File: config.mk
export PLATFORM = sky130hd
export DESIGN_NAME = rtc_alarm_core
export DESIGN_NICKNAME = d
export VERILOG_FILES = /design/src/rtl/rtc_pkg.sv /design/src/rtl/rtc_prescaler.sv /design/src/rtl/rtc_alarm_core.sv
export SDC_FILE = /design/constraint.sdc
export NUM_CORES = 1
export LEC_CHECK = 0
export BUFFER_PORTS_ARGS = -buffer_cell sky130_fd_sc_hd__buf_2
export CAP_MARGIN = 20
export CORE_MARGIN = 1
export CORE_UTILIZATION = 50
export DETAILED_ROUTE_END_ITERATION = 10
export GPL_TIMING_DRIVEN = 0
export PLACE_DENSITY = 0.71
export SYNTH_ARGS = -nofsm -noshare
export SYNTH_HDL_FRONTEND = slang
export SYNTH_HIERARCHICAL = 1
export SYNTH_SLANG_ARGS = --single-unit
File: constraint.sdc
create_clock -name rtc_clk_i -period 5.61 [get_ports rtc_clk_i]
set_input_delay 0.2805 -clock rtc_clk_i [delete_from_list [all_inputs] [get_ports rtc_clk_i]]
set_output_delay 0.2805 -clock rtc_clk_i [all_outputs]
set_load 0.01 [all_outputs]
File: src/rtl/rtc_pkg.sv
// Shared RTC constants: flag bit positions and flag-vector sizing.
package rtc_pkg;

    localparam int unsigned FLG_TICK  = 0;
    localparam int unsigned FLG_OVF   = 1;
    localparam int unsigned FLG_ALRM0 = 2;

    // Flag vector holds tick, overflow, then one bit per alarm channel.
    function automatic int unsigned flg_width(input int unsigned alrm_num);
        return alrm_num + FLG_ALRM0;
    endfunction

endpackage

File: src/rtl/rtc_prescaler.sv
// RTC prescaler: down-counter that emits a one-cycle tick every pscr+1 enabled cycles.
module rtc_prescaler #(
    parameter int unsigned PSCR_WIDTH = 20
) (
    input  logic                  rtc_clk_i,
    input  logic                  rtc_rst_n_i,
    input  logic                  en_i,
    input  logic                  pscr_we_i,
    input  logic [PSCR_WIDTH-1:0] pscr_i,
    output logic [PSCR_WIDTH-1:0] div_o,
    output logic                  tick_c
);

    logic [PSCR_WIDTH-1:0] pscr_q;
    logic [PSCR_WIDTH-1:0] div_q;

    // A prescaler write restarts the count and suppresses that cycle's tick.
    always_ff @(posedge rtc_clk_i or negedge rtc_rst_n_i) begin
        if (!rtc_rst_n_i) begin
            pscr_q <= '0;
            div_q  <= '0;
        end else if (pscr_we_i) begin
            pscr_q <= pscr_i;
            div_q  <= pscr_i;
        end else if (en_i) begin
            div_q <= (div_q == '0) ? pscr_q : div_q - PSCR_WIDTH'(1);
        end
    end

    assign tick_c = en_i && !pscr_we_i && (div_q == '0);
    assign div_o  = div_q;

endmodule

File: src/rtl/rtc_alarm_core.sv
// RTC calendar counter with per-channel alarm compare, sticky event flags and a registered IRQ.
module rtc_alarm_core
    import rtc_pkg::*;
#(
    parameter int unsigned CNT_WIDTH  = 32,
    parameter int unsigned PSCR_WIDTH = 20,
    parameter int unsigned ALRM_NUM   = 4
) (
    input  logic                            rtc_clk_i,
    input  logic                            rtc_rst_n_i,
    input  logic                            en_i,
    input  logic                            pscr_we_i,
    input  logic [PSCR_WIDTH-1:0]           pscr_i,
    input  logic                            cnt_we_i,
    input  logic [CNT_WIDTH-1:0]            cnt_i,
    input  logic [ALRM_NUM-1:0]             alrm_we_i,
    input  logic [CNT_WIDTH-1:0]            alrm_i,
    input  logic [flg_width(ALRM_NUM)-1:0]  ie_i,
    input  logic [flg_width(ALRM_NUM)-1:0]  clr_i,
    output logic [PSCR_WIDTH-1:0]           div_o,
    output logic [CNT_WIDTH-1:0]            cnt_o,
    output logic [flg_width(ALRM_NUM)-1:0]  flag_o,
    output logic                            irq_o
);

    localparam int unsigned FLG_W = flg_width(ALRM_NUM);

    logic                 tick_c;
    logic                 evt_c;
    logic [CNT_WIDTH-1:0] cnt_q;
    logic [CNT_WIDTH-1:0] cnt_inc_c;
    logic [ALRM_NUM-1:0]  alrm_hit_c;
    logic [FLG_W-1:0]     flag_q;
    logic [FLG_W-1:0]     flag_set_c;
    logic                 irq_q;

    rtc_prescaler #(
        .PSCR_WIDTH (PSCR_WIDTH)
    ) u_prescaler (
        .rtc_clk_i   (rtc_clk_i),
        .rtc_rst_n_i (rtc_rst_n_i),
        .en_i        (en_i),
        .pscr_we_i   (pscr_we_i),
        .pscr_i      (pscr_i),
        .div_o       (div_o),
        .tick_c      (tick_c)
    );

    // A counter load wins over a coincident tick and masks all of its events.
    assign evt_c     = tick_c && !cnt_we_i;
    assign cnt_inc_c = cnt_q + CNT_WIDTH'(1);

    for (genvar k = 0; k < ALRM_NUM; k++) begin : g_alrm
        logic [CNT_WIDTH-1:0] alrm_q;

        always_ff @(posedge rtc_clk_i or negedge rtc_rst_n_i) begin
            if (!rtc_rst_n_i) begin
                alrm_q <= '0;
            end else if (alrm_we_i[k]) begin
                alrm_q <= alrm_i;
            end
        end

        assign alrm_hit_c[k] = (alrm_q == cnt_inc_c);
    end

    always_comb begin
        flag_set_c = '0;
        if (evt_c) begin
            flag_set_c = {alrm_hit_c, &cnt_q, 1'b1};
        end
    end

    always_ff @(posedge rtc_clk_i or negedge rtc_rst_n_i) begin
        if (!rtc_rst_n_i) begin
            cnt_q <= '0;
        end else if (cnt_we_i) begin
            cnt_q <= cnt_i;
        end else if (tick_c) begin
            cnt_q <= cnt_inc_c;
        end
    end

    // Set beats clear; IRQ follows the visible flags by one cycle.
    always_ff @(posedge rtc_clk_i or negedge rtc_rst_n_i) begin
        if (!rtc_rst_n_i) begin
            flag_q <= '0;
            irq_q  <= 1'b0;
        end else begin
            flag_q <= (flag_q & ~clr_i) | flag_set_c;
            irq_q  <= |(flag_q & ie_i);
        end
    end

    assign cnt_o  = cnt_q;
    assign flag_o = flag_q;
    assign irq_o  = irq_q;

endmodule

# After elaboration in Yosys (flattened, before gate mapping)
# Cells that the tools add are included.
[totals]
reg_bits = 207
inputBits = 105
output_inout_bits = 59
word_cells = 35
[classes]
add_sub_neg = 2
n_eq_ne = 4
n_mux = 6
n_bitwise = 4
reduce_logical = 10
[op_table]
columns = ["cell", "n"]
rows = [
  ["$eq 32x32->1", 4],
  ["$mux 32", 2],
  ["$mux 20", 3],
  ["$add 32x1->32 const B", 1],
  ["$reduce_and 32->1", 1],
  ["$logic_not 20->1", 1],
  ["$sub 20x1->20 const B", 1],
  ["$and 6x6->6", 2],
  ["$mux 6", 1],
  ["$not 6->6", 1],
  ["$or 6x6->6", 1],
  ["$reduce_or 6->1", 1],
  ["$reduce_bool 2->1", 2],
  ["$logic_and 1x1->1", 3],
  ["$logic_not 1->1", 2],
]

# Longest topological paths before layout
# Gate-level depths: netlist (run 1).
[logic_depth]
ltp_word = 6
mapped_depth = 16
depth_no_buf = 14

# Cells and area by module
# The synthesis (run 1) kept the hierarchy.
[by_module_without_submodules]
columns = ["mod", "n_inst", "cells_per_inst", "area_each_um2", "seq_area_each_um2"]
rows = [
  ["rtc_alarm_core", 1, 974, 10123.5, 4179.0],
  ["rtc_prescaler", 1, 226, 2227.1, 1001.0],
]

# Worst setup path after synthesis (run 1)
# No wires, ideal clock.
[synth_path]
path_kind = "register to register"
startpoint = "register u_prescaler.div_q[0] (netlist: u_prescaler/div_o[0])"
endpoint = "register flag_q[2] (netlist: flag_o[2])"
setup_time_ns = 0.095
t_arrival_ns = 3.676
required_time_ns = 5.515
setup_slack_ns = 1.839
path_stages_with_launch = 17
n_path_buf = 2
synth_period_minus_slack_ns = 3.771
path_cell_list = "dfrtp_1 > inv_1 > ha_1 > nor3b_1 > nand4_1 > or2_1 > buf_2 > buf_6 > nor2_1 > clkinv_1 > nor2_1 > o2111ai_1 > a221oi_1 > nand3_1 > a2111oi_0 > or4b_1 > o32ai_2"
[synth_via]
elab_chain_cells = 5
[synth_lines]
columns = ["item", "line", "source"]
rows = [
  ["start, declared", "rtc_prescaler.sv:15", "logic [PSCR_WIDTH-1:0] div_q;"],
  ["start signal, assigned", "rtc_prescaler.sv:24", "div_q <= pscr_i;"],
  ["start signal, assigned", "rtc_prescaler.sv:26", "div_q <= (div_q == '0) ? pscr_q : div_q - PSCR_WIDTH'(1);"],
  ["$logic_not 20->1", "rtc_prescaler.sv:30", "assign tick_c = en_i && !pscr_we_i && (div_q == '0);"],
  ["$logic_and 1x1->1", "rtc_prescaler.sv:30", ""],
  ["net tick_c", "rtc_alarm_core.sv:28", "logic tick_c;"],
  ["$logic_and 1x1->1", "rtc_alarm_core.sv:50", "assign evt_c = tick_c && !cnt_we_i;"],
  ["$mux 6", "rtc_alarm_core.sv:69", "if (evt_c) begin"],
  ["$or 6x6->6", "rtc_alarm_core.sv:90", "flag_q <= (flag_q & ~clr_i) | flag_set_c;"],
  ["end signal, assigned", "rtc_alarm_core.sv:90", ""],
  ["end, declared", "rtc_alarm_core.sv:33", "logic [FLG_W-1:0] flag_q;"],
]
# The timed path passes the listed nets, and every way through them passes these cells.
# A chain may end at the register's enable or synchronous reset.

# Worst setup path in the final report (run 1)
[layout_path]
startpoint = "register u_prescaler.div_q[0] (netlist: u_prescaler/div_o[0])"
endpoint = "register flag_q[4] (netlist: flag_o[4])"
# The elaborated chain is that of the path after synthesis.

==> results of run 1 <==
-- power breakdown --
part	total (µW)	internal (µW)	switching, µW
sequential	1800	1640	166
clock	1570	919	647
combinational	861	402	459
total	4230	2960	1270
-- worst paths after layout --
path | from | endpoint | cells after the start
max | u_prescaler/div_o[0] | flag_o[4] | 16
min | pscr_i[8] | u_prescaler/pscr_q[8] | 2
max reg2reg | u_prescaler/div_o[0] | flag_o[4] | 16
min reg2reg | u_prescaler/pscr_q[11] | u_prescaler/div_o[11] | 2
max in group asynchronous | rtc_rst_n_i | g_alrm[1].alrm_q[6] | 4
min in group asynchronous | rtc_rst_n_i | flag_o[0] | 2
-- synthesized netlist by cell type (4+ instances only) --
cell / number / area, µm²
xnor2_1: 109 / 955
a31oi_1: 12 / 75.1
nor3_1: 25 / 125
clkbuf_1: 39 / 146
buf_1: 11 / 41.3
nor2b_1: 10 / 62.6
nand4_1: 27 / 169
o221ai_1: 5 / 43.8
or2_2: 4 / 25.0
dfrtp_1: 207 / 5180
nor2_1: 48 / 180
o22ai_1: 11 / 68.8
nand3_1: 36 / 180
nor4_4: 5 / 106
buf_2: 7 / 35.0
nand4_2: 4 / 50.1
buf_6: 5 / 56.3
o21ai_0: 73 / 365
a21oi_1: 13 / 65.1
nand2b_1: 7 / 43.8
inv_1: 27 / 101
mux2i_1: 10 / 100
a211oi_1: 4 / 30.0
nor4_1: 17 / 106
and2_1: 5 / 31.3
and4_1: 9 / 78.8
nor3b_1: 12 / 90.1
xor2_1: 81 / 709
o2111ai_1: 6 / 52.6
or3_1: 5 / 31.3
and3_1: 8 / 50.1
buf_4: 9 / 67.6
a22oi_1: 13 / 97.6
o31ai_1: 6 / 45.0
o21ai_1: 9 / 45.0
o211ai_1: 5 / 37.5
nand2_1: 102 / 383
mux2_2: 140 / 1580
-- timing repair --
action	4_1_cts	5_1_grt
gates resized for setup	0	1
hold endpoints to repair	117	0
endpoints found under the setup margin	0	1
hold buffers	55	0
-- area by class of cell --
| cell class | count | share of cell area (%) |
|---|---|---|
| multi-input cells | 893 | 44.9 |
| repair buffers | 216 | 9.43 |
| plain buffers | 72 | 2.37 |
| clock buffers | 35 | 4.69 |
| clock inverters | 9 | 0.627 |
| well taps | 324 | 2.71 |
| inverters | 28 | 0.702 |
| flip-flops and latches | 207 | 34.6 |
-- registers in the layout, summed over array words and instances (netlist names) --
| signal | count |
|---|---|
| g_alrm.alrm_q | 128 |
| irq_o | 1 |
| flag_o | 6 |
| u_prescaler/pscr_q | 20 |
| cnt_o | 32 |
| u_prescaler/div_o | 20 |
-- stage by stage --
step / total power, µW / hold slack (ns) / area (µm²) / util (%)
finish: 4230 / 0.0159 / 15000 / 61.7
global route: 4400 / 0.0126 / 15000 / 61.7
global placement: 2610 / 0.458 / 13600 / 55.9
CTS: 4240 / 0.00115 / 15000 / 61.7
floorplan: 2330 / -0.0151 / 12400 / -
detailed placement: 2640 / 0.244 / 13600 / 56.2
-- cell families (layout without fill, tap and decap cells) --
kind of cell	count (synthesis)	after routing	synth area share (%)
and+or+nand+nor	350	350	16.2
DFF	207	207	41.9
AOI/OAI and AO/OA	199	199	10.6
xor gates and xnor gates	191	191	13.7
muxes	150	150	13.6
buffers and inverters	100	360	3.72
adders and majority gates	3	3	0.304
-- layer usage --
layer / share of wire (%) / vias to the layer above / track usage [%] / routed length, µm
met5: 0.021 / - / 0 / 8
met4: 3.3 / 2 / 9.97 / 1240
met3: 8.7 / 85 / 5.21 / 3280
met2: 45 / 477 / 47.0 / 17000
met1: 43 / 5156 / 42.1 / 16100
li1: - / 4800 / - / -
-- critical path, delay by kind of cell (launching register included) --
| kind | cells | cell delay [ns] |
|---|---|---|
| AOI/OAI and AO/OA | 3 | 0.70 |
| DFF | 1 | 0.42 |
| buffers and inverters | 4 | 0.98 |
| adders and majority gates | 1 | 0.15 |
| and+or+nand+nor | 8 | 2.94 |
==> results by stage, run 1 <==
Place:
- After detailed placement, the design holds a cell count of 1685.
- The HPWL after detailed placement is 28.0 mm.
- The final RePlAce weighted congestion is 0.953.
- Port buffering added 159 buffers.
- The post-placement setup slack is 0.286 ns.

Yosys:
- The area of the mapped netlist is ~12000 µm².
- The most used flip-flop cell after synthesis is dfrtp_1.
- Sequential elements use 41.9% of the synthesized area.
- The post-synth net total is between 1000 and 1500.
- The count of warnings emitted by yosys is 6.
- After synthesis the netlist holds a flip-flop and latch count of 207.
- The cell count after synthesis came out at 1200.
- Counting flops with an async set or reset pin after synthesis yields a share of 100%.
- A synthesized cell averages 10.3 µm².
- The number of distinct library cell variants in the gate-level netlist after synthesis is 78.
- The number of enable flip-flop cells after synthesis is 0.

Floorplanning:
- The top-level I/O count is 164.
- The chip height is 159 µm.
- The floorplan step defined a core boundary enclosing between 20000 and 25000 µm².
- The die extent in x is 159 µm.
- Once the floorplan was initialized, standard cells occupied roughly half of the core.
- In this run the core area contains 57 standard-cell rows.
- The floorplan die area is 25300 µm².

Drt:
- Dividing the detail-routed wire length by the instance count gives 21.1 µm.
- The number of nets with antenna violations after routing is 0.
- For this block, the routed nets add up to between 30 and 40 mm of wire.
- The number of iterations in the first detailed-routing pass is 6.
- Detailed routing inserted a total of 10500 vias.
- The violation count after the first detailed-route iteration is approximately 930.
- The residual DRC count is 0.
- The mean number of vias per cell is roughly 5.9.

STA:
- The count of final hold-check violations is 0.
- The post-route setup TNS is 0 ns.
- The slew of the pin with the lowest slew margin is between 0.9 and 1 ns.
- The final worst setup slack is roughly 0.32 ns.
- The final-report max-slew violation count is 0.
- In the finished design, the share of the clock period the worst path needs comes to 94.3%.
- Setup violations remaining at the end of the flow were counted as 0.
- The tightest slew margin relative to the limit is 39.6%.
- Setup repair after global routing left no endpoint under its margin.
- The maximum achievable frequency is 189 MHz.
- Clock skew on the completed layout was measured at 0.0221 ns.
- The post-layout minimum cycle time is 5.29 ns.

Min path:
- The path type of the worst min-delay path is in2reg.

Clock tree:
- The number of post-CTS setup repair buffers is 0.
- The cell at the root of the clock tree is clkbuf_16.
- TritonCTS built the clock tree.
- The clock slew at the register clock pins of the worst setup and hold paths is 0.06 ns.
- Clock tree synthesis inserted a total of 24 buffers.
- The source-to-sink clock delay at the later pin of the worst-skew pair is 0.54 ns.
- The clock net in this run drives a total of 207 sinks.
- CTS built an H-tree with a depth of 1.
- The maximum buffer depth of the clock tree is 3.

Cells and area:
- The fraction of layout instances using a drive strength above 1 is a little over a quarter.
- The area of the multi-input gates is about 6700 µm².
- Leaving out fill and tap cells, the most frequent cell in the layout is dfrtp_1.
- In the layout the commonest cells are dfrtp_1 (207), buf_2 (165), mux2_2 (140).
- The area added between synthesis and finish is 21.2%.
- The final cell count without fillers is roughly 1800.
- Fill cells in the final layout number 2033.
- In the final layout, flip-flops and latches occupy 5180 µm².
- The number of inserted diodes is 0.
- The final layout net count is 1550.

Power:
- IR analysis of the VDD net gives a maximum drop of 225 µV.
- In this run the power density over the cells is 283 nW/µm².
- The static leakage is 0.00613 µW.

Global route:
- The number of global-route vias before repair is 10500.
- The global-route congestion overflow total is 0.
- The pin count of the biggest net entering global routing is 76.
- The number of antenna violations at the first check in global routing is 1.
- Across every metal layer, demand over resource in global routing totals 30.0%.
- The first-pass GRT wire length is 59.3 mm.

Setup path:
- The element type at the critical path end is a flop.
- Data on the critical path is required at its endpoint by 6.05 ns.
- The maximum single-stage delay on the critical path is 0.54 ns.
- The critical path startpoint category is a flop.
- The data arrival time at the worst-slack endpoint is 5.73 ns.
- The setup check on the worst reg-to-reg path leaves a slack of 0.32 ns.
- The category of the critical setup timing path is reg2reg.
- Walking the worst path, the cells encountered are inv_1 > ha_1 > nor3b_1 > nand4_1 > or2_1 > buf_2 > buf_6 > nor2_1 > clkinv_1 > nor2_2 > o2111ai_1 > nor4_1 > o311ai_0 > nor4_1 > nand4_1 > o22ai_1.
- The slowest stage of the critical path belongs to the cell nor4_1.
- Of all nets on the critical path, the largest fanout is 10.

Outcome:
- The flow ran to the end, and the final reports show no timing, DRC or antenna violations.

Run:
- Max-cap violations in this run came to 0.
Note: power is estimated with default switching activity, not from simulation.
==> inputs of run 2 (changes only) <==
==> constraint.sdc (replaced) <==
create_clock -name rtc_clk_i -period 5.4 [get_ports rtc_clk_i]
set_input_delay 0.27 -clock rtc_clk_i [delete_from_list [all_inputs] [get_ports rtc_clk_i]]
set_output_delay 0.27 -clock rtc_clk_i [all_outputs]
set_load 0.01 [all_outputs]
==> results by stage, run 2 (synthesized netlist as in run 1, its figures left out) <==
Drt:
- The via count is 10600 (+0.54%).
- The residual DRC count was 0 (unchanged).
- The mean number of vias per cell is 5.91 (+0.26%).
- The violation count after the first detailed-route iteration is 1037 (+11%).
- The number of nets with antenna violations after routing came to 0 (unchanged).
- The final routed wire length divided by cell count is 21.1 µm (+0.14%).
- The number of iterations in the first detailed-routing pass is 5 (-1).
- The detailed-route wire length came to 37.7 mm (+0.42%).

Floorplanning:
- The number of core rows is 57 (unchanged).
- The chip height is 159 µm (unchanged).
- The core box area is 24200 µm² (unchanged).
- The top-level I/O count came to 164 (unchanged).
- The floorplan die area is 25300 µm² (unchanged).
- The effective utilization at floorplan was 50.9% (unchanged).
- The die extent in x is 159 µm (unchanged).

STA:
- The total of endpoints with negative setup slack in the final report is 0 (unchanged).
- The post-layout minimum cycle time was 5.00 ns (-0.290 ns).
- Setup repair after global routing left no endpoint under its margin.
- The final-report max-slew violation count was 0 (unchanged).
- The post-route setup TNS was 0 ns (unchanged).
- The slew of the pin with the lowest slew margin was 0.936 ns (+0.0303 ns).
- The maximum achievable frequency was 200 MHz (+5.8%).
- The final clock skew is 0.0199 ns (-0.00214 ns).
- The period utilization is 92.6% (-1.7 points).
- The tightest slew margin relative to the limit was 37.6% (-2.0 points).
- The final worst setup slack is 0.399 ns (+0.0796 ns).
- The count of final hold-check violations was 0 (unchanged).

Clock tree:
- The clock slew at the register clock pins of the worst setup and hold paths is 0.07 ns (about the same).
- TritonCTS built the clock tree.
- The maximum buffer depth of the clock tree is 3 (unchanged).
- The H-tree depth was 1 (unchanged).
- The number of post-CTS setup repair buffers came to 0 (unchanged).
- The CTS buffer count is 24 (unchanged).
- The source-to-sink clock delay at the later pin of the worst-skew pair is 0.54 ns (about the same).
- The cell at the root of the clock tree is clkbuf_16.
- The number of clock sinks is 207 (unchanged).

Cells and area:
- The area taken by flip-flops and latches is 5180 µm² (unchanged).
- The fraction of layout instances using a drive strength above 1 came to 27.2% (about the same).
- The register with the highest flop count is g_alrm.alrm_q.
- The cell area after layout was 15000 µm² (+0.33%).
- The library cell used most frequently in the layout, excluding fill and tap cells, is dfrtp_1.
- The number of fillers in the final layout was 2028 (-0.25%).
- The top cell types in the final layout, fill and taps aside, are dfrtp_1 (207), buf_2 (165), mux2_2 (140).
- The area added between synthesis and finish is 21.6%.
- The final layout net count was 1555 (+0.32%).
- The number of inserted diodes is 0 (unchanged).
- The area of the multi-input gates came to 6710 µm² (unchanged).
- The flip-flop count of the largest register after layout was 128 (unchanged).

Setup path:
- The data arrival time at the worst-slack endpoint is 5.45 ns (-0.28 ns).
- The library cell contributing the largest single delay on the critical path is a2111oi_0.
- The element type at the critical path end is a flop.
- The endpoint of the worst setup timing path is flag_o[2].
- The data required time of the worst path is 5.85 ns (-0.20 ns).
- In this run the critical register-to-register path is launched from u_prescaler/div_o[0].
- The maximum single-stage delay on the critical path is 0.62 ns (+0.08 ns).
- The number of cells traversed by the worst register-to-register path came to 16 (unchanged).
- The critical path startpoint category is a flop.
- The maximum fanout along the worst path came to 10 (unchanged).
- The critical path launch point is u_prescaler/div_o[0].
- The end of the worst register-to-register path is flag_o[2].
- The critical path is of the reg2reg type.
- The critical path goes through inv_1 > ha_1 > nor3b_1 > nand4_1 > or2_1 > buf_2 > buf_6 > nor2_1 > inv_2 > nor2_2 > o2111ai_1 > a221oi_1 > nand3_1 > a2111oi_0 > or4b_1 > o32ai_2.
- The minimum setup slack among reg-to-reg paths is 0.40 ns (+0.08 ns).

Place:
- The final RePlAce weighted congestion is 0.953 (unchanged).
- The instance area at placement is 13600 µm² (unchanged).
- The HPWL after detailed placement came to 28.0 mm (unchanged).
- The post-placement setup slack is 0.0762 ns (-0.210 ns).
- The number of buffers inserted by port buffering was 159 (unchanged).

Min path:
- The tightest min-delay check is of the in2reg type.

Global route:
- The global-route congestion overflow total was 0 (unchanged).
- The pin count of the biggest net entering global routing is 76 (unchanged).
- The total routing usage reported by global routing came to 30.0% (+0.080 points).
- The number of global-route vias before repair is 10500 (+0.38%).
- The number of antenna violations at the first check in global routing is 1 (unchanged).
- The first-pass GRT wire length is 59.5 mm (+0.32%).

Outcome:
- The run finished with clean final reports.

Power:
- The worst IR drop on VDD is 234 µV (+4.3%).
- The total power of the final layout is 4400 µW (+4.0%).
- The total power per unit cell area came to 293 nW/µm² (+3.7%).
- The static leakage is 0.00615 µW (+0.39%).

Run:
- The max-capacitance violation count is 0 (unchanged).
==> run 2: changes by cell type in the layout (fill, tap and decap cells not counted) <==
cell,delta
inv_2,+1
clkinv_1,-1
dlygate4sd3_1,+5
==> run 2: per-layer routing <==
| layer | up-vias | global-route usage (%) | routed length (µm) |
|---|---|---|---|
| li1 | 4806 | - | - |
| met1 | 5191 | 42.1 | 16100 |
| met2 | 490 | 47.3 | 17100 |
| met3 | 88 | 5.18 | 3310 |
| met4 | 2 | 9.92 | 1250 |
| met5 | - | 0 | 8 |
==> run 2: area by class of cell <==
class / count / share of cell area (%)
multi-input cells: 893 / 44.7
repair buffers: 221 / 9.73
clock buffers: 35 / 4.67
clock inverters: 9 / 0.625
well taps: 324 / 2.70
plain buffers: 72 / 2.36
inverters: 28 / 0.700
flip-flops and latches: 207 / 34.5
==> run 2: per-stage QoR <==
step | utilization (%) | hold slack, ns | std cells
CTS | 61.9 | 0.00234 | 1789
floorplan | - | -0.0256 | 1200
global route | 61.9 | 0.0154 | 1789
finish | 61.9 | 0.0114 | 1789
detailed placement | 56.2 | 0.233 | 1685
global placement | 55.9 | 0.447 | 1683
==> run 2: power breakdown <==
group          internal, µW  total [µW]  leakage, µW  switching, µW
clock network           955        1630     0.000392            674
registers              1700        1870      0.00246            172
logic                   420         898      0.00329            478
==> run 2: worst min-delay path by stage <==
| stage | startpoint | end | slack [ns] | depth (start not counted) |
|---|---|---|---|---|
| final | alrm_i[24] | g_alrm[3].alrm_q[24] | 0.01 | 3 |
| after global routing | alrm_i[14] | g_alrm[3].alrm_q[14] | 0.02 | 2 |
| after CTS | alrm_i[25] | g_alrm[0].alrm_q[25] | 0.002 | 3 |
| after detailed placement | rtc_rst_n_i | flag_o[0] | 0.23 | 1 |
| after global placement | clr_i[0] | flag_o[0] | 0.45 | 2 |
| after floorplan | rtc_rst_n_i | cnt_o[0] | -0.03 | 0 |
==> run 2: what timing repair did <==
action / CTS / global route
gates resized for setup: 0 / 2
hold buffers: 60 / 0
setup endpoints to repair: 0 / 2
endpoints found under the hold margin: 126 / 0
==> run 2: critical path, delay by kind of cell, from the launching register on <==
family                   cells  cell delay (ns)
AO/OA/AOI/OAI                4             1.27
flip-flops                   1             0.42
buffers and inverters        4             0.74
adder cells (fa/ha/maj)      1             0.15
AND/OR/NAND/NOR              7             2.33
